==> src/rtl/ham_8_4_dec_pkg.sv <==
// Shared definitions for the extended Hamming(8,4) SECDED code.
// Codeword bit c(i) sits at index i of a [8:1] vector; c8 is overall even parity.
package ham_pkg;

    localparam int CODE_W = 8;
    localparam int DATA_W = 4;

    typedef logic [CODE_W:1] code_t;
    typedef logic [DATA_W:1] data_t;
    typedef logic [2:0]      syn_t;

    typedef enum logic [1:0] {
        HAM_OK,
        HAM_SEC,
        HAM_DED
    } ham_stat_e;

    // Returns {p3, p2, p1} for data {d4, d3, d2, d1}; the encoder and decoder share it.
    function automatic syn_t ham_8_4_parity(input data_t d);
        return {d[2] ^ d[3] ^ d[4],
                d[1] ^ d[3] ^ d[4],
                d[1] ^ d[2] ^ d[4]};
    endfunction

    function automatic data_t ham_8_4_data(input code_t c);
        return {c[7], c[6], c[5], c[3]};
    endfunction

endpackage

==> src/rtl/ham_8_4_dec_if.sv <==
// Codeword-in / corrected-data-out stream bundle for the Hamming(8,4) decoder.
interface ham_8_4_dec_if;
    import ham_pkg::*;

    logic        in_valid;
    logic        in_ready;
    code_t       code_in;
    logic        out_valid;
    logic        out_ready;
    data_t       data_out;
    logic        err_single;
    logic        err_double;
    logic [3:0]  corr_pos;

    modport master (
        output in_valid, code_in, out_ready,
        input  in_ready, out_valid, data_out, err_single, err_double, corr_pos
    );

    modport slave (
        input  in_valid, code_in, out_ready,
        output in_ready, out_valid, data_out, err_single, err_double, corr_pos
    );

endinterface

==> src/rtl/ham_8_4_dec_correct.sv <==
// Combinational SECDED classification and single-bit correction of one codeword.
module ham_8_4_correct
    import ham_pkg::*;
(
    input  code_t      code_i,
    input  syn_t       syn_i,
    input  logic       par_i,
    output data_t      data_o,
    output ham_stat_e  stat_o,
    output logic [3:0] corr_pos_o
);

    code_t flip;

    // NOTE: every output of a combinational block gets a default first, so no path leaves it unassigned (no latch).
    always_comb begin
        flip       = '0;
        stat_o     = HAM_OK;
        corr_pos_o = '0;
        if (par_i) begin
            stat_o = HAM_SEC;
            if (syn_i == '0) begin
                // Error in c8 itself: data bits are already correct.
                corr_pos_o = 4'd8;
            end else begin
                corr_pos_o = {1'b0, syn_i};
                for (int i = 1; i <= 7; i++) begin
                    flip[i] = (syn_i == syn_t'(i));
                end
            end
        end else if (syn_i != '0) begin
            stat_o = HAM_DED;
        end
        data_o = ham_8_4_data(code_i ^ flip);
    end

endmodule

==> src/rtl/ham_8_4_dec.sv <==
// Two-stage Hamming(8,4) SECDED decoder: syndrome stage, correction stage,
// valid/ready flow control and saturating error counters.
module ham_8_4_dec
    import ham_pkg::*;
#(
    parameter int CNT_W = 16
) (
    input  logic             clk,
    input  logic             rst_n,
    ham_8_4_dec_if.slave     bus,
    input  logic             clr_cnt,
    output logic [CNT_W-1:0] cnt_single,
    output logic [CNT_W-1:0] cnt_double
);

    logic       s1_valid_q, s1_valid_d;
    code_t      s1_code_q,  s1_code_d;
    syn_t       s1_syn_q,   s1_syn_d;
    logic       s1_par_q,   s1_par_d;

    logic       s2_valid_q,  s2_valid_d;
    data_t      s2_data_q,   s2_data_d;
    logic       s2_single_q, s2_single_d;
    logic       s2_double_q, s2_double_d;
    logic [3:0] s2_pos_q,    s2_pos_d;

    logic [CNT_W-1:0] cnt_single_q, cnt_single_d;
    logic [CNT_W-1:0] cnt_double_q, cnt_double_d;

    logic       s1_adv, s2_adv, accept, fire;
    data_t      cor_data;
    ham_stat_e  cor_stat;
    logic [3:0] cor_pos;

    // A stage may advance when it is empty or the stage after it is moving.
    assign s2_adv       = !s2_valid_q || bus.out_ready;
    assign s1_adv       = !s1_valid_q || s2_adv;
    assign bus.in_ready = rst_n && s1_adv;
    assign accept       = bus.in_valid && bus.in_ready;
    assign fire         = s2_valid_q && bus.out_ready;

    always_comb begin
        s1_valid_d = s1_valid_q;
        s1_code_d  = s1_code_q;
        s1_syn_d   = s1_syn_q;
        s1_par_d   = s1_par_q;
        if (s1_adv) begin
            s1_valid_d = accept;
        end
        if (accept) begin
            s1_code_d = bus.code_in;
            s1_syn_d  = {bus.code_in[4], bus.code_in[2], bus.code_in[1]}
                        ^ ham_8_4_parity(ham_8_4_data(bus.code_in));
            s1_par_d  = ^bus.code_in;
        end
    end

    ham_8_4_correct u_correct (
        .code_i     (s1_code_q),
        .syn_i      (s1_syn_q),
        .par_i      (s1_par_q),
        .data_o     (cor_data),
        .stat_o     (cor_stat),
        .corr_pos_o (cor_pos)
    );

    always_comb begin
        s2_valid_d  = s2_valid_q;
        s2_data_d   = s2_data_q;
        s2_single_d = s2_single_q;
        s2_double_d = s2_double_q;
        s2_pos_d    = s2_pos_q;
        if (s2_adv) begin
            s2_valid_d = s1_valid_q;
            if (s1_valid_q) begin
                s2_data_d   = cor_data;
                s2_single_d = (cor_stat == HAM_SEC);
                s2_double_d = (cor_stat == HAM_DED);
                s2_pos_d    = cor_pos;
            end
        end
    end

    // Clear wins over a same-cycle increment; counters stick at all-ones.
    always_comb begin
        cnt_single_d = cnt_single_q;
        cnt_double_d = cnt_double_q;
        if (clr_cnt) begin
            cnt_single_d = '0;
            cnt_double_d = '0;
        end else if (fire) begin
            if (s2_single_q && !(&cnt_single_q)) cnt_single_d = cnt_single_q + CNT_W'(1);
            if (s2_double_q && !(&cnt_double_q)) cnt_double_d = cnt_double_q + CNT_W'(1);
        end
    end

    // NOTE: sequential state uses non-blocking assignments so every register samples pre-edge values.
    always_ff @(posedge clk or negedge rst_n) begin
        if (!rst_n) begin
            s1_valid_q   <= 1'b0;
            s1_code_q    <= '0;
            s1_syn_q     <= '0;
            s1_par_q     <= 1'b0;
            s2_valid_q   <= 1'b0;
            s2_data_q    <= '0;
            s2_single_q  <= 1'b0;
            s2_double_q  <= 1'b0;
            s2_pos_q     <= '0;
            cnt_single_q <= '0;
            cnt_double_q <= '0;
        end else begin
            s1_valid_q   <= s1_valid_d;
            s1_code_q    <= s1_code_d;
            s1_syn_q     <= s1_syn_d;
            s1_par_q     <= s1_par_d;
            s2_valid_q   <= s2_valid_d;
            s2_data_q    <= s2_data_d;
            s2_single_q  <= s2_single_d;
            s2_double_q  <= s2_double_d;
            s2_pos_q     <= s2_pos_d;
            cnt_single_q <= cnt_single_d;
            cnt_double_q <= cnt_double_d;
        end
    end

    assign bus.out_valid  = s2_valid_q;
    assign bus.data_out   = s2_data_q;
    assign bus.err_single = s2_single_q;
    assign bus.err_double = s2_double_q;
    assign bus.corr_pos   = s2_pos_q;
    assign cnt_single     = cnt_single_q;
    assign cnt_double     = cnt_double_q;

endmodule

==> src/flat_wrapper.sv <==
// flat-port wrapper written by rule: the top's interface ports become plain ports
module ham_8_4_dec_flat import ham_pkg::*;
#(
    parameter int CNT_W = 16
)
  (clk, rst_n, clr_cnt, cnt_single, cnt_double, bus_in_valid, bus_code_in, bus_out_ready, bus_in_ready, bus_out_valid, bus_data_out, bus_err_single, bus_err_double, bus_corr_pos);
  ham_8_4_dec_if bus_i ();
  input  logic clk;
  input  logic rst_n;
  input  logic clr_cnt;
  output logic [CNT_W-1:0] cnt_single;
  output logic [CNT_W-1:0] cnt_double;
  input wire logic [$bits(bus_i.in_valid)-1:0] bus_in_valid;
  input wire logic [$bits(bus_i.code_in)-1:0] bus_code_in;
  input wire logic [$bits(bus_i.out_ready)-1:0] bus_out_ready;
  output wire logic [$bits(bus_i.in_ready)-1:0] bus_in_ready;
  output wire logic [$bits(bus_i.out_valid)-1:0] bus_out_valid;
  output wire logic [$bits(bus_i.data_out)-1:0] bus_data_out;
  output wire logic [$bits(bus_i.err_single)-1:0] bus_err_single;
  output wire logic [$bits(bus_i.err_double)-1:0] bus_err_double;
  output wire logic [$bits(bus_i.corr_pos)-1:0] bus_corr_pos;
  assign bus_i.in_valid = bus_in_valid;
  assign bus_i.code_in = bus_code_in;
  assign bus_i.out_ready = bus_out_ready;
  assign bus_in_ready = bus_i.in_ready;
  assign bus_out_valid = bus_i.out_valid;
  assign bus_data_out = bus_i.data_out;
  assign bus_err_single = bus_i.err_single;
  assign bus_err_double = bus_i.err_double;
  assign bus_corr_pos = bus_i.corr_pos;
  ham_8_4_dec #(.CNT_W(CNT_W)) u_core (.clk(clk), .rst_n(rst_n), .bus(bus_i), .clr_cnt(clr_cnt), .cnt_single(cnt_single), .cnt_double(cnt_double));
endmodule
==> config.mk <==
export PLATFORM = sky130hd
export DESIGN_NAME = ham_8_4_dec_flat
export DESIGN_NICKNAME = d
export VERILOG_FILES = /design/src/rtl/ham_8_4_dec_pkg.sv /design/src/rtl/ham_8_4_dec_if.sv /design/src/rtl/ham_8_4_dec_correct.sv /design/src/rtl/ham_8_4_dec.sv /design/src/flat_wrapper.sv
export SDC_FILE = /design/constraint.sdc
export NUM_CORES = 1
export LEC_CHECK = 0
export CAP_MARGIN = 10
export CORE_ASPECT_RATIO = 1.5
export CORE_UTILIZATION = 43
export DETAILED_ROUTE_END_ITERATION = 10
export PLACE_DENSITY = 0.68
export SYNTH_ARGS = -nofsm -noshare
export SYNTH_HDL_FRONTEND = slang
export SYNTH_HIERARCHICAL = 1
export SYNTH_SLANG_ARGS = --single-unit
export TNS_END_PERCENT = 1
==> constraint.sdc <==
create_clock -name clk -period 2.3 [get_ports clk]
set_input_delay 0.46 -clock clk [delete_from_list [all_inputs] [get_ports clk]]
set_output_delay 0.46 -clock clk [all_outputs]
set_load 0.02 [all_outputs]
# After elaboration in Yosys (flattened, before gate mapping)
# Index checks and enable logic that the tools add are counted.
# word_totals
reg_bits	55
out_inout_bits	44
ram_bits	0
rom_bits	0
mem_count	0
latchBits	0
# op_classes
addsub	2
n_reduce_logical	22
mul	0
order_cmp	0
muxes	12
n_bitwise	8
n_shift	0
div_mod_pow	0
eq_ne	9
# op_table
cell	n
$mux 16	6
$add 16x1->16 const B	2
$reduce_and 16->1	2
$mux 7	2
$eq 3x3->1 const B	4
$mux 4	2
$reduce_xor 8->1	1
$xor 7x7->7	1
$eq 3x2->1 const B	2
$reduce_and 2->1	3
$reduce_bool 2->1	3
$xor 1x1->1	6
$logic_and 1x1->1	5
$logic_not 1->1	4
$mux 2	2
$eq 3x1->1 const B	1
$logic_not 3->1	1
$reduce_bool 3->1	1
$xor 3x3->3	1
$eq 2x1->1 const B	1
$eq 2x2->1 const B	1
$logic_or 1x1->1	2

# Longest topological paths before layout
# logic_depth
word_depth	6
depth_mapped	6
mapped_depth_nobuf	6

# Cells and area by module
# The synthesis kept the hierarchy.
# by_module_without_submodules
module	instances	area_per_inst_um2	cells_per_inst
ham_8_4_dec	1	2775.2	261
ham_8_4_correct	1	115.1	15

# Worst setup path after synthesis
# No wires, ideal clock.
# synth_timing
path_kind	flip-flop to flip-flop
start	register u_core.s2_valid_q (netlist: u_core/bus.out_valid)
end	register u_core.s1_code_q[4]
n_path_buf	1
setup_ns	0.125
synth_period_minus_slack_ns	1.752
setup_slack_ns	0.548
arrival_time_ns	1.628
t_required_ns	2.175
stages_incl_launch_ff	6
path_cell_list	dfrtp_1 -> nand3b_1 -> and2_1 -> nand2_1 -> buf_2 -> mux2_2
# synth_between
elab_chain_len	5
# synth_lines
item	line_no	rtl
from (decl)	ham_8_4_dec.sv:21	logic s2_valid_q, s2_valid_d;
from (signal assigned)	ham_8_4_dec.sv:116	s2_valid_q <= s2_valid_d;
$logic_not 1->1	ham_8_4_dec.sv:36	assign s2_adv = !s2_valid_q || bus.out_ready;
$logic_or 1x1->1	ham_8_4_dec.sv:36	
$logic_or 1x1->1	ham_8_4_dec.sv:37	assign s1_adv = !s1_valid_q || s2_adv;
$logic_and 1x1->1	ham_8_4_dec.sv:38	assign bus.in_ready = rst_n && s1_adv;
named net bus_in_ready	flat_wrapper.sv:16	output wire logic [$bits(bus_i.in_ready)-1:0] bus_in_ready;
$logic_and 1x1->1	ham_8_4_dec.sv:39	assign accept = bus.in_valid && bus.in_ready;
to (signal assigned)	ham_8_4_dec.sv:113	s1_code_q <= s1_code_d;
to (decl)	ham_8_4_dec.sv:17	code_t s1_code_q, s1_code_d;
# The timed path passes the listed nets, and every way through them passes these cells.
# A chain may end at the register's enable or synchronous reset.

# Worst setup path after layout
# layout_timing
start	register u_core.cnt_single_q[2] (netlist: u_core/cnt_single[2])
end	output port cnt_single[2]
# layout_rtl
item	line_no	rtl
from (decl)	ham_8_4_dec.sv:27	logic [CNT_W-1:0] cnt_single_q, cnt_single_d;
from (signal assigned)	ham_8_4_dec.sv:121	cnt_single_q <= cnt_single_d;
to (decl)	flat_wrapper.sv:11	output logic [CNT_W-1:0] cnt_single;
# No word-level cell between the ends.

==> flow_summary.yaml <==
finish:
  syn2layout_area_growth_pct: 26.1
  seq_area_mm2: 0.00130
  multiInputGateArea_mm2: 0.00138
  drive_gt1_share_pct: 11.0
  n_antenna_cell: 0
  nets: 340
  fill_cells: 555
worst_setup_path:
  path_class: "flop to primary output"
  cpPeakStageDelay_ps: 660
  critPathSlowestCell: "clkdlybuf4s50_1"
  worst_ep_arrival_time_ps: 1450
  crit_path_start_kind: "flop"
  r2r_setup_slack_ps: 430
  worst-path-buf-inv: 1
  end_kind: "primary output"
  worstPathRequired_ps: 1840
  path_delay_family: "buffers and inverters"
  path_cells: "clkdlybuf4s50_1"
  path_max_fanout: 8
global_routing:
  use_met2_pct: 31.8
  antenna_found_initial: 0
  grt_start_max_net_pins: 53
  grt_pass1_wl_um: 9580
  grt-busiest-layer: "met2"
  grt_overflow_total: 0
  met3_usage_pct: 3.41
  grt_use_met1_pct: 22.8
  grt.total_usage_pct: 18.5
  grt_pass1_vias: 2075
synth:
  yosys_warnings: 6
  synthCells: 268
  netlist_area_mm2: 0.00275
  syn-num-nets: 283
  avgSynthCellArea_um2: 10.2
sta:
  min_period_ps: 1910
  worst_clock_skew_ps: 4.63
  timing.hold.ws_ps: 297
  relSlewSlack_pct: 56.9
  rsz0062_at_grt: "no"
  tns_ps: 0
  max_freq_mhz: 525
  finalHoldViolCount: 0
  setup_violations: 0
  min_period_over_period_pct: 82.9
  slew_viol_final: 0
  worst_slew_pin_slew_ps: 647
floorplanning:
  die_h_um: 99.9
  ioPinCount: 57
  rows: 35
  die_w_um: 67.2
  fp.coreArea_mm2: 0.00617
  dieArea_mm2: 0.00671
  start_util_pct: 44.5
detailed_routing:
  viasPerCell: 5.31
  drtPass1Iterations: 4
  drcViolationCount: 0
  wl_um: 5540
  dr_total_vias: 2122
  postRouteAntennaNets: 0
  wl_per_cell_um: 13.9
  drt_iter0_drc: 67
clock_network:
  cts_setup_buffers: 0
  path_clk_slew_ps: 90
  root_buffer: "clkbuf_8"
  cts_tree: "done"
  cts_buffers: 5
  h-tree-depth: 2
  clock_sinks: 52
  cts_buffer_depth: 2
  clock_latency_ps: 300
place:
  gp_congestion: 0.776
  dp_hpwl_um: 3980
  io_buffer_count: 56
pwr:
  leakagePower_nw: 1.35
  p_per_area_mw_per_mm2: 654
  ir_drop_mv: 0.505
status:
  status: "finished clean"
min_path:
  hold_path_class: "primary input to async pin"
job:
  max-cap-violations: 0
==> layout by cell type, fill, tap and decap left out, types with 4 or more instances in the layout <==
cell type        count
nor4_1               4
o21ai_0              8
nor3_1              10
mux2_2              13
inv_1                5
clkbuf_8             6
nand3_1             10
a211oi_1             4
nand2_1             19
dfrtp_1             52
nand2b_1             6
xor2_1               4
nand4_1             10
nor2_1              31
a21oi_1              8
and3_1               8
xnor2_1             36
clkdlybuf4s50_1     54
==> registers in the layout, summed over array words and instances, names as in the netlist <==
register	flops
u_core/bus.data_out	4
u_core/s1_syn_q	3
u_core/cnt_double	16
u_core/bus.out_valid	1
u_core/cnt_single	16
u_core/s1_par_q	1
u_core/bus.err_double	1
u_core/s1_code_q	4
u_core/bus.corr_pos	4
u_core/s1_valid_q	1
u_core/bus.err_single	1
==> metal layers <==
| metal | part of all wire (%) | up-vias |
|---|---|---|
| met4 | 0.99 | 0 |
| met3 | 3.3 | 4 |
| met2 | 51 | 44 |
| met1 | 44 | 1019 |
| li1 | - | 1055 |
| met5 | 0 | - |
==> worst paths after layout <==
| path | start | endpoint | cells past startpoint |
|---|---|---|---|
| max reg2reg | u_core/cnt_single[0] | u_core/cnt_single[2] | 5 |
| min reg2reg | u_core/s1_valid_q | u_core/bus.out_valid | 1 |
| min in group clk | u_core/s1_valid_q | u_core/bus.out_valid | 1 |
| min | rst_n | u_core/bus.data_out[1] | 2 |
| max | u_core/cnt_single[2] | cnt_single[2] | 1 |
| max in group asynchronous | rst_n | u_core/cnt_single[13] | 2 |
==> through the flow <==
step                      worst slack (ps)  instances  area [um^2]  power (mW)  utilization, %
after floorplan                        588        268         2750        1.49               -
after global placement                55.9        392         3370        1.74            54.5
after detailed placement              30.1        392         3370        1.75            54.5
after CTS                             21.1        400         3460        2.29            56.0
after global routing                   264        400         3460        2.40            56.1
final                                  394        400         3460        2.26            56.1
==> power by group <==
part           leakage (nW)  switching, mW  internal [mW]  total [mW]
registers             0.694          0.123           1.03        1.15
clock network        0.0445          0.292          0.245       0.537
logic                 0.612          0.264          0.309       0.573
total                  1.35          0.679           1.58        2.26
==> what timing repair did <==
| item | in CTS | in global routing |
|---|---|---|
| setup endpoints to repair | 0 | 1 |
| resized for setup | 0 | 1 |
| hold buffers | 0 | 0 |
==> final cells by class <==
class,count,share of cell area (%)
inverters,5,0.542
multi-input cells,202,39.7
clock inverters,1,0.217
well taps,74,2.67
repair buffers,59,16.8
flip-flops and latches,52,37.6
clock buffers,7,2.49
Note: power is estimated with default switching activity, not from simulation.
